**src/rtl/axi4l2core.sv**
```systemverilog
// AXI4-Lite slave to req/gnt core bridge; one core transaction in flight at a time.
// Optional address window check: define AXI4L2CORE_RANGE_CHK_EN to answer out-of-window accesses with DECERR.
`timescale 1ns/1ps
module axi4l2core #(
  parameter int                    ADDR_WIDTH = 32,
  parameter int                    DATA_WIDTH = 32,
  parameter logic [ADDR_WIDTH-1:0] BASE_ADDR  = '0,
  parameter logic [ADDR_WIDTH-1:0] SIZE       = ADDR_WIDTH'(32'h0001_0000)
) (
  input  logic                    aclk,
  input  logic                    areset,
  input  logic                    awvalid,
  output logic                    awready,
  input  logic [ADDR_WIDTH-1:0]   awaddr,
  input  logic [2:0]              awprot,
  input  logic                    wvalid,
  output logic                    wready,
  input  logic [DATA_WIDTH-1:0]   wdata,
  input  logic [DATA_WIDTH/8-1:0] wstrb,
  output logic                    bvalid,
  input  logic                    bready,
  output logic [1:0]              bresp,
  input  logic                    arvalid,
  output logic                    arready,
  input  logic [ADDR_WIDTH-1:0]   araddr,
  input  logic [2:0]              arprot,
  output logic                    rvalid,
  input  logic                    rready,
  output logic [DATA_WIDTH-1:0]   rdata,
  output logic [1:0]              rresp,
  output logic                    core_req,
  input  logic                    core_gnt,
  output logic [ADDR_WIDTH-1:0]   core_addr,
  output logic                    core_we,
  output logic [DATA_WIDTH/8-1:0] core_be,
  output logic [DATA_WIDTH-1:0]   core_wdata,
  input  logic                    core_rvalid,
  input  logic [DATA_WIDTH-1:0]   core_rdata,
  input  logic                    core_err
);

  localparam int STRB_W = DATA_WIDTH / 8;
  localparam logic [1:0] RESP_OKAY   = 2'b00;
  localparam logic [1:0] RESP_SLVERR = 2'b10;
  localparam logic [1:0] RESP_DECERR = 2'b11;

  typedef enum logic [2:0] {
    ST_IDLE, ST_RD_REQ, ST_RD_WAIT, ST_RD_RESP, ST_WR_REQ, ST_WR_WAIT, ST_WR_RESP
  } state_t;

  state_t                 state;
  logic                   ready_en;
  logic                   last_rd;
  logic                   aw_full, w_full, ar_full;
  logic [ADDR_WIDTH-1:0]  aw_addr_reg, ar_addr_reg;
  logic [DATA_WIDTH-1:0]  w_data_reg;
  logic [STRB_W-1:0]      w_strb_reg;

  logic                   aw_hs, w_hs, ar_hs;
  logic [ADDR_WIDTH-1:0]  aw_eff_addr, ar_eff_addr;
  logic [DATA_WIDTH-1:0]  w_eff_data;
  logic [STRB_W-1:0]      w_eff_strb;
  logic                   rd_elig, wr_elig, pick_rd, pick_wr;
  logic                   rd_hit, wr_hit;
  logic                   ar_clr, wr_clr;
  logic                   unused_ok;

  // ready_en keeps all readies low until the first clock edge after reset is released
  assign awready = ready_en & ~aw_full;
  assign wready  = ready_en & ~w_full;
  assign arready = ready_en & ~ar_full;

  assign aw_hs = awvalid & awready;
  assign w_hs  = wvalid & wready;
  assign ar_hs = arvalid & arready;

  // Requests arriving this cycle are visible to the arbiter directly, saving a cycle of latency
  assign aw_eff_addr = aw_full ? aw_addr_reg : awaddr;
  assign ar_eff_addr = ar_full ? ar_addr_reg : araddr;
  assign w_eff_data  = w_full ? w_data_reg : wdata;
  assign w_eff_strb  = w_full ? w_strb_reg : wstrb;

  assign rd_elig = ar_full | ar_hs;
  assign wr_elig = (aw_full | aw_hs) & (w_full | w_hs);
  assign pick_rd = (state == ST_IDLE) & rd_elig & (~wr_elig | ~last_rd);
  assign pick_wr = (state == ST_IDLE) & wr_elig & ~pick_rd;

`ifdef AXI4L2CORE_RANGE_CHK_EN
  assign rd_hit = (ar_eff_addr - BASE_ADDR) < SIZE;
  assign wr_hit = (aw_eff_addr - BASE_ADDR) < SIZE;
`else
  assign rd_hit = 1'b1;
  assign wr_hit = 1'b1;
`endif

  assign ar_clr = (pick_rd & ~rd_hit) | ((state == ST_RD_REQ) & core_gnt);
  assign wr_clr = (pick_wr & ~wr_hit) | ((state == ST_WR_REQ) & core_gnt);

  assign unused_ok = ^{awprot, arprot, aw_eff_addr[1:0], ar_eff_addr[1:0], BASE_ADDR, SIZE};

  always_ff @(posedge aclk or posedge areset) begin
    if (areset) begin
      ready_en    <= 1'b0;
      aw_full     <= 1'b0;
      w_full      <= 1'b0;
      ar_full     <= 1'b0;
      aw_addr_reg <= '0;
      ar_addr_reg <= '0;
      w_data_reg  <= '0;
      w_strb_reg  <= '0;
    end else begin
      ready_en <= 1'b1;
      // A consuming clear wins over a same-edge load of a bypassed request
      if (ar_clr) begin
        ar_full <= 1'b0;
      end else if (ar_hs) begin
        ar_full     <= 1'b1;
        ar_addr_reg <= araddr;
      end
      if (wr_clr) begin
        aw_full <= 1'b0;
      end else if (aw_hs) begin
        aw_full     <= 1'b1;
        aw_addr_reg <= awaddr;
      end
      if (wr_clr) begin
        w_full <= 1'b0;
      end else if (w_hs) begin
        w_full     <= 1'b1;
        w_data_reg <= wdata;
        w_strb_reg <= wstrb;
      end
    end
  end

  always_ff @(posedge aclk or posedge areset) begin
    if (areset) begin
      state      <= ST_IDLE;
      last_rd    <= 1'b0;
      core_req   <= 1'b0;
      core_addr  <= '0;
      core_we    <= 1'b0;
      core_be    <= '0;
      core_wdata <= '0;
      rvalid     <= 1'b0;
      rdata      <= '0;
      rresp      <= RESP_OKAY;
      bvalid     <= 1'b0;
      bresp      <= RESP_OKAY;
    end else begin
      case (state)
        ST_IDLE: begin
          if (pick_rd) begin
            last_rd   <= 1'b1;
            core_addr <= {ar_eff_addr[ADDR_WIDTH-1:2], 2'b00};
            core_we   <= 1'b0;
            if (rd_hit) begin
              core_req <= 1'b1;
              state    <= ST_RD_REQ;
            end else begin
              rvalid <= 1'b1;
              rdata  <= '0;
              rresp  <= RESP_DECERR;
              state  <= ST_RD_RESP;
            end
          end else if (pick_wr) begin
            last_rd    <= 1'b0;
            core_addr  <= {aw_eff_addr[ADDR_WIDTH-1:2], 2'b00};
            core_we    <= 1'b1;
            core_be    <= w_eff_strb;
            core_wdata <= w_eff_data;
            if (wr_hit) begin
              core_req <= 1'b1;
              state    <= ST_WR_REQ;
            end else begin
              bvalid <= 1'b1;
              bresp  <= RESP_DECERR;
              state  <= ST_WR_RESP;
            end
          end
        end
        ST_RD_REQ: begin
          if (core_gnt) begin
            core_req <= 1'b0;
            state    <= ST_RD_WAIT;
          end
        end
        ST_RD_WAIT: begin
          if (core_rvalid) begin
            rvalid <= 1'b1;
            rdata  <= core_rdata;
            rresp  <= core_err ? RESP_SLVERR : RESP_OKAY;
            state  <= ST_RD_RESP;
          end
        end
        ST_RD_RESP: begin
          if (rready) begin
            rvalid <= 1'b0;
            state  <= ST_IDLE;
          end
        end
        ST_WR_REQ: begin
          if (core_gnt) begin
            core_req <= 1'b0;
            state    <= ST_WR_WAIT;
          end
        end
        ST_WR_WAIT: begin
          if (core_rvalid) begin
            bvalid <= 1'b1;
            bresp  <= core_err ? RESP_SLVERR : RESP_OKAY;
            state  <= ST_WR_RESP;
          end
        end
        ST_WR_RESP: begin
          if (bready) begin
            bvalid <= 1'b0;
            state  <= ST_IDLE;
          end
        end
        default: begin
          core_req <= 1'b0;
          rvalid   <= 1'b0;
          bvalid   <= 1'b0;
          state    <= ST_IDLE;
        end
      endcase
    end
  end

endmodule

```
**config.mk**
```make
export PLATFORM = sky130hd
export DESIGN_NAME = axi4l2core
export DESIGN_NICKNAME = d
export VERILOG_FILES = /design/src/rtl/axi4l2core.sv
export SDC_FILE = /design/constraint.sdc
export NUM_CORES = 1
export LEC_CHECK = 0
export CAP_MARGIN = 0
export CORE_ASPECT_RATIO = 1.2
export CORE_MARGIN = 2
export CORE_UTILIZATION = 55
export DETAILED_ROUTE_END_ITERATION = 8
export DONT_BUFFER_PORTS = 1
export GPL_ROUTABILITY_DRIVEN = 0
export PLACE_DENSITY = 0.8
export SYNTH_ARGS = -nofsm -noshare
export SYNTH_HDL_FRONTEND = slang
export SYNTH_SLANG_ARGS = --single-unit
```
**constraint.sdc**
```tcl
create_clock -name aclk -period 15.6 [get_ports aclk]
set_input_delay 3.12 -clock aclk [delete_from_list [all_inputs] [get_ports aclk]]
set_output_delay 3.12 -clock aclk [all_outputs]
set_load 0.03 [all_outputs]
```
Word-level counts from Yosys, hierarchy flattened
Cells that the tools add are included.
{ "op_classes": {"bitwise": 28, "n_eq_ne": 14, "muxes": 34, "reduce_logical": 20} }
{ "op_table": {"columns": ["operator", "n"], "rows": [
  ["32-bit 2-to-1 mux", 5],
  ["3-bit 2-to-1 mux", 8],
  ["3-bit case mux with 7 select lines", 1],
  ["1-bit 2-to-1 mux", 15],
  ["1-bit bitwise AND", 13],
  ["2-bit != test, second input constant", 6],
  ["2-bit AND reduction", 6],
  ["3-bit AND reduction", 4],
  ["1-bit inverter", 11],
  ["5-bit OR reduction", 2],
  ["3-bit == test, second input constant", 3],
  ["1-bit case mux with 3 select lines", 3],
  ["2-bit nonzero test", 4],
  ["7-bit AND reduction", 1],
  ["3-bit by 2-bit == test with 1-bit output, second input constant", 2],
  ["4-bit 2-to-1 mux", 1],
  ["1-bit OR", 4],
  ["4-bit OR reduction", 1],
  ["3-bit by 1-bit == test with 1-bit output, second input constant", 1],
  ["3-bit zero test", 1],
  ["3-bit != test, second input constant", 1],
  ["2-bit 2-to-1 mux", 1],
  ["2-bit by 1-bit != test with 1-bit output, second input constant", 1],
  ["2-bit OR reduction", 1]
]} }
{ "word_totals": {"register_bits": 216, "word_cells": 116} }

Logic depth before layout (Yosys ltp)
{ "logic_depth": {"word_depth": 13, "mapped_depth": 6} }

Worst setup path before layout
OpenSTA, ideal clock, no wires.
{ "synth_path": {"kind": "input to register", "startpoint": "input port arvalid", "endpoint": "register core_wdata[0]", "setup_time_ps": 126, "path_slack_ps": 11213, "required_ps": 15474, "cell_stages": 5, "n_path_buf": 2, "arrival_time_ps": 4261, "cell_sequence": "a21o_1 -> a2111oi_4 -> buf_2 -> buf_2 -> a21oi_1"} }
{ "synth_between": {"elab_chain_len": 7} }
{ "synth_rtl": {"columns": ["element", "line", "rtl"], "rows": [
  ["start, declared", "23", "input logic arvalid,"],
  ["1-bit bitwise AND *", "75", "assign ar_hs = arvalid & arready;"],
  ["1-bit OR *", "83", "assign rd_elig = ar_full | ar_hs;"],
  ["1-bit bitwise AND * (2 in a row)", "85", "assign pick_rd = (state == ST_IDLE) & rd_elig & (~wr_elig | ~last_rd);"],
  ["1-bit inverter (no source line) *", null, null],
  ["1-bit bitwise AND", "86", "assign pick_wr = (state == ST_IDLE) & wr_elig & ~pick_rd;"],
  ["3-bit AND reduction (no source line) *", null, null],
  ["end signal, assigned", "171", "core_wdata <= w_eff_data;"],
  ["end, declared", "36", "output logic [DATA_WIDTH-1:0] core_wdata,"]
]} }
Mark *: on every way between the ends. The rest lies on a longest branch, timed or not.
A chain may end at the register's enable or synchronous reset.

Worst setup path in the final report
{ "layout_path": {"startpoint": "register ar_full", "endpoint": "output port arready"} }
{ "layout_between": {"elab_chain_len": 2} }
{ "layout_rtl": {"columns": ["element", "line", "rtl"], "rows": [
  ["start, declared", "54", "logic aw_full, w_full, ar_full;"],
  ["start signal, assigned", "106", "ar_full <= 1'b0;"],
  ["start signal, assigned", "115", "ar_full <= 1'b0;"],
  ["start signal, assigned", "117", "ar_full <= 1'b1;"],
  ["1-bit inverter", "71", "assign arready = ready_en & ~ar_full;"],
  ["1-bit bitwise AND", "71", null],
  ["end, declared", "24", "output logic arready,"]
]} }
Every way passes these cells.

==> flow_summary.ini <==
[cts]
post_cts_buffers = 0
numCtsBuffers = 21
cts_tree = yes
cts.sink_count = 208
clockBufferDepth = 3
root_buffer = clkbuf_16
hold_buffers = 0
post_cts_resize_count = 0
cts_max_level = 1
clkLatencyLatePin_ps = 500
cts.clk_slew.worst_paths_ps = 60

[worst_setup_path]
worst_ep_required_time_ps = 12480
crit_path_end_kind = output port
worst_path_max_delay_cell = dfrtp_2
path_buf_inv = 0
timing.critical_path.arrival_ps = 2000
chain_of_cells_forming_the_critical_path = nor2b_1
setup.worst_path.start_class = flip-flop
critPathTopFamily = flip-flops
crit_path_start = ar_full$_DFFE_PP0P_
crit_type = reg -> out
rr_startpoint = aw_full$_DFFE_PP0P_
critPathMaxStageDelay_ps = 760
worst-path-max-fanout = 33

[synthesis]
netlist.area_leader.share_pct = 56.9
synth_simple_gate_area_share_pct = 3.79
synth_xor_xnor_area_share_pct = 0
synth_warnings = 0
avgSynthCellArea_sq_um = 13.4
synth_cells = 684
ys_seq_elements = 208
syn_area_sq_um = 9140
synthMuxAreaShare_pct = 30.3
fraction_of_the_mapped_netlist_area_in_compound_gates_pct = 6.19
synth_fa_ha_area_share_pct = 0
synth_top_family_by_area = multiplexers
yosys.area.top_type = dfrtp_1
register_area_share_after_synthesis_pct = 56.9
netlist_top_cells_area = dfrtp_1 (57%), mux2_2 (20%), mux2i_1 (11%), a21oi_1 (2.5%), nor2_1 (2.4%)
synth.lib_cells_used.distinct = 33

[sta]
number_of_failing_hold_endpoints_at_the_final_stage = 0
worst_slew_pin_slew_ps = 1170
number_of_endpoints_failing_setup_at_the_final_stage = 0
fin_setup_tns_ps = 0
timing.max_slew.rel_slack_pct = 21.7
timing.fmax_ghz = 0.195
final_min_period_ps = 5120
timing.final.crit_share_pct = 32.8
finalHoldWorstSlack_ps = 503
setup_ws_ps = 10480
clock-skew-final_ps = 13.1
slew_viol_final = 0
grt_setup_unrepaired = false

[floorplanning]
floorplan.core_area_sq_um = 16300
fp.dieArea_sq_um = 17700
initial_utilization_pct = 56.2
core.rowCount = 51
fp.dieH_um = 145
number_of_top_level_design_ports = 259
die_w_um = 122

[routing]
drc = 0
wl_per_cell_um = 21.6
viasPerCell = 5.95
ant_nets = 0
vias = 5323
drt_first_pass_iters = 4
wl_um = 19300
drt-initial-drc-count = 236

[pwr]
max_ir_drop_vdd_mv = 0.127
p_leak_nw = 4.59
overall_power_after_layout_w = 0.00241
power_density_nw_per_um2 = 241

[finish]
post_route_cells_drive_above_1_share_pct = 31.1
stdcell_area_sq_um = 9970
register_area_sq_um = 5210
filler_cell_count = 1247
multiInputGateArea_sq_um = 3720
final_nets = 818
insertedDiodeCount = 0
area.growth.synth_to_final_pct = 9.09

[hold_path]
hold_path_class = reg -> reg
hold_path.startpoint = ar_addr_reg[26]$_DFFE_PP0P_

[flow_run]
max_cap_violations = 0

[place]
dpl_worst_slack_ps = 10040
place.detailed.hpwl_um = 13100
placement_stage_cell_area_sq_um = 9270
port_buffers = 0

[global_routing]
grt_antenna_before_repair = 0
global_route_wire_length_before_repair_um = 30500
grt_overflow_total = 0
grt_pass1_vias = 5870
grt_start_max_net_pins = 115
track_usage_pct = 21.6

[outcome]
status = finished clean
-- per-layer routing --
| metal | up-vias | routed length [um] | global-route usage, % |
|---|---|---|---|
| met4 | 0 | 312 | 5.92 |
| met3 | 27 | 2010 | 8.57 |
| li1 | 2395 | - | - |
| met1 | 2716 | 6990 | 24.5 |
| met2 | 185 | 9960 | 37.5 |
| met5 | - | 0 | 0 |
-- cell families (layout without fill, tap and decap cells) --
group           count (synthesis)  after routing
buf+inv                        51             46
simple gates                   83             83
compound gates                 83             83
other cells                     2              5
flops                         208            208
mux                           257            257
-- power breakdown --
| part | leakage (nW) | internal (W) | switching [W] |
|---|---|---|---|
| clock network | 0.348 | 0.000305 | 0.000197 |
| logic | 1.75 | 0.000351 | 0.000260 |
| registers | 2.49 | 0.000803 | 0.000488 |
| total | 4.59 | 0.00146 | 0.000946 |
-- path summary, 6_finish.rpt --
check | to | slack (ps) | cells after the start
max in group asynchronous | w_full$_DFFE_PP0P_ | 11190 | 2
min | ar_addr_reg[26]$_DFFE_PP0P_ | 500 | 1
min reg2reg | ar_addr_reg[26]$_DFFE_PP0P_ | 500 | 1
min in group asynchronous | rdata[3]$_DFFE_PP0P_ | 2570 | 1
max | arready | 10480 | 1
max reg2reg | core_wdata[28]$_DFFE_PP0P_ | 12180 | 5
-- through the flow --
step / cells / utilization [%]
4_1_cts: 894 / 61.3
3_3_place_gp: 859 / 56.9
2_1_floorplan: 687 / -
3_5_place_dp: 859 / 56.9
6_report: 894 / 61.3
5_1_grt: 894 / 61.3
-- synthesized netlist by cell type, drive strengths merged --
cell type	instances
dfrtp	208
mux2	159
mux2i	98
nor2	60
a21oi	47
buf	36
a221o	14
clkbuf	11
nand2	11
o21ai	8
inv	4
nor2b	4
a31oi	3
nor3	3
a211oi	2
a21o	2
conb	2
nand2b	2
a2111oi	1
a211o	1
and3b	1
nand3	1
o211ai	1
o21a	1
o22ai	1
o311ai	1
o31ai	1
or3	1
-- cells in the final DEF, fill, tap and decap left out, types with 8 or more instances in the layout --
cell type / synthesis / layout
o21ai_0: 8 / 8
clkbuf_8: 0 / 9
nand2_1: 11 / 11
mux2_2: 159 / 159
mux2i_1: 98 / 98
clkbuf_16: 0 / 21
a221o_1: 14 / 14
a21oi_1: 46 / 46
dfrtp_1: 208 / 205
nor2_1: 59 / 57
-- area by class of cell --
| cell class | instances | share of cell area [%] |
|---|---|---|
| Clock buffer | 31 | 6.55 |
| Tap cell | 212 | 2.66 |
| Inverter | 4 | 0.226 |
| Clock inverter | 4 | 0.552 |
| Sequential cell | 208 | 52.2 |
| Multi-Input combinational cell | 428 | 37.3 |
| Timing Repair Buffer | 7 | 0.527 |
No activity file was read; power rests on OpenSTA's default activity.
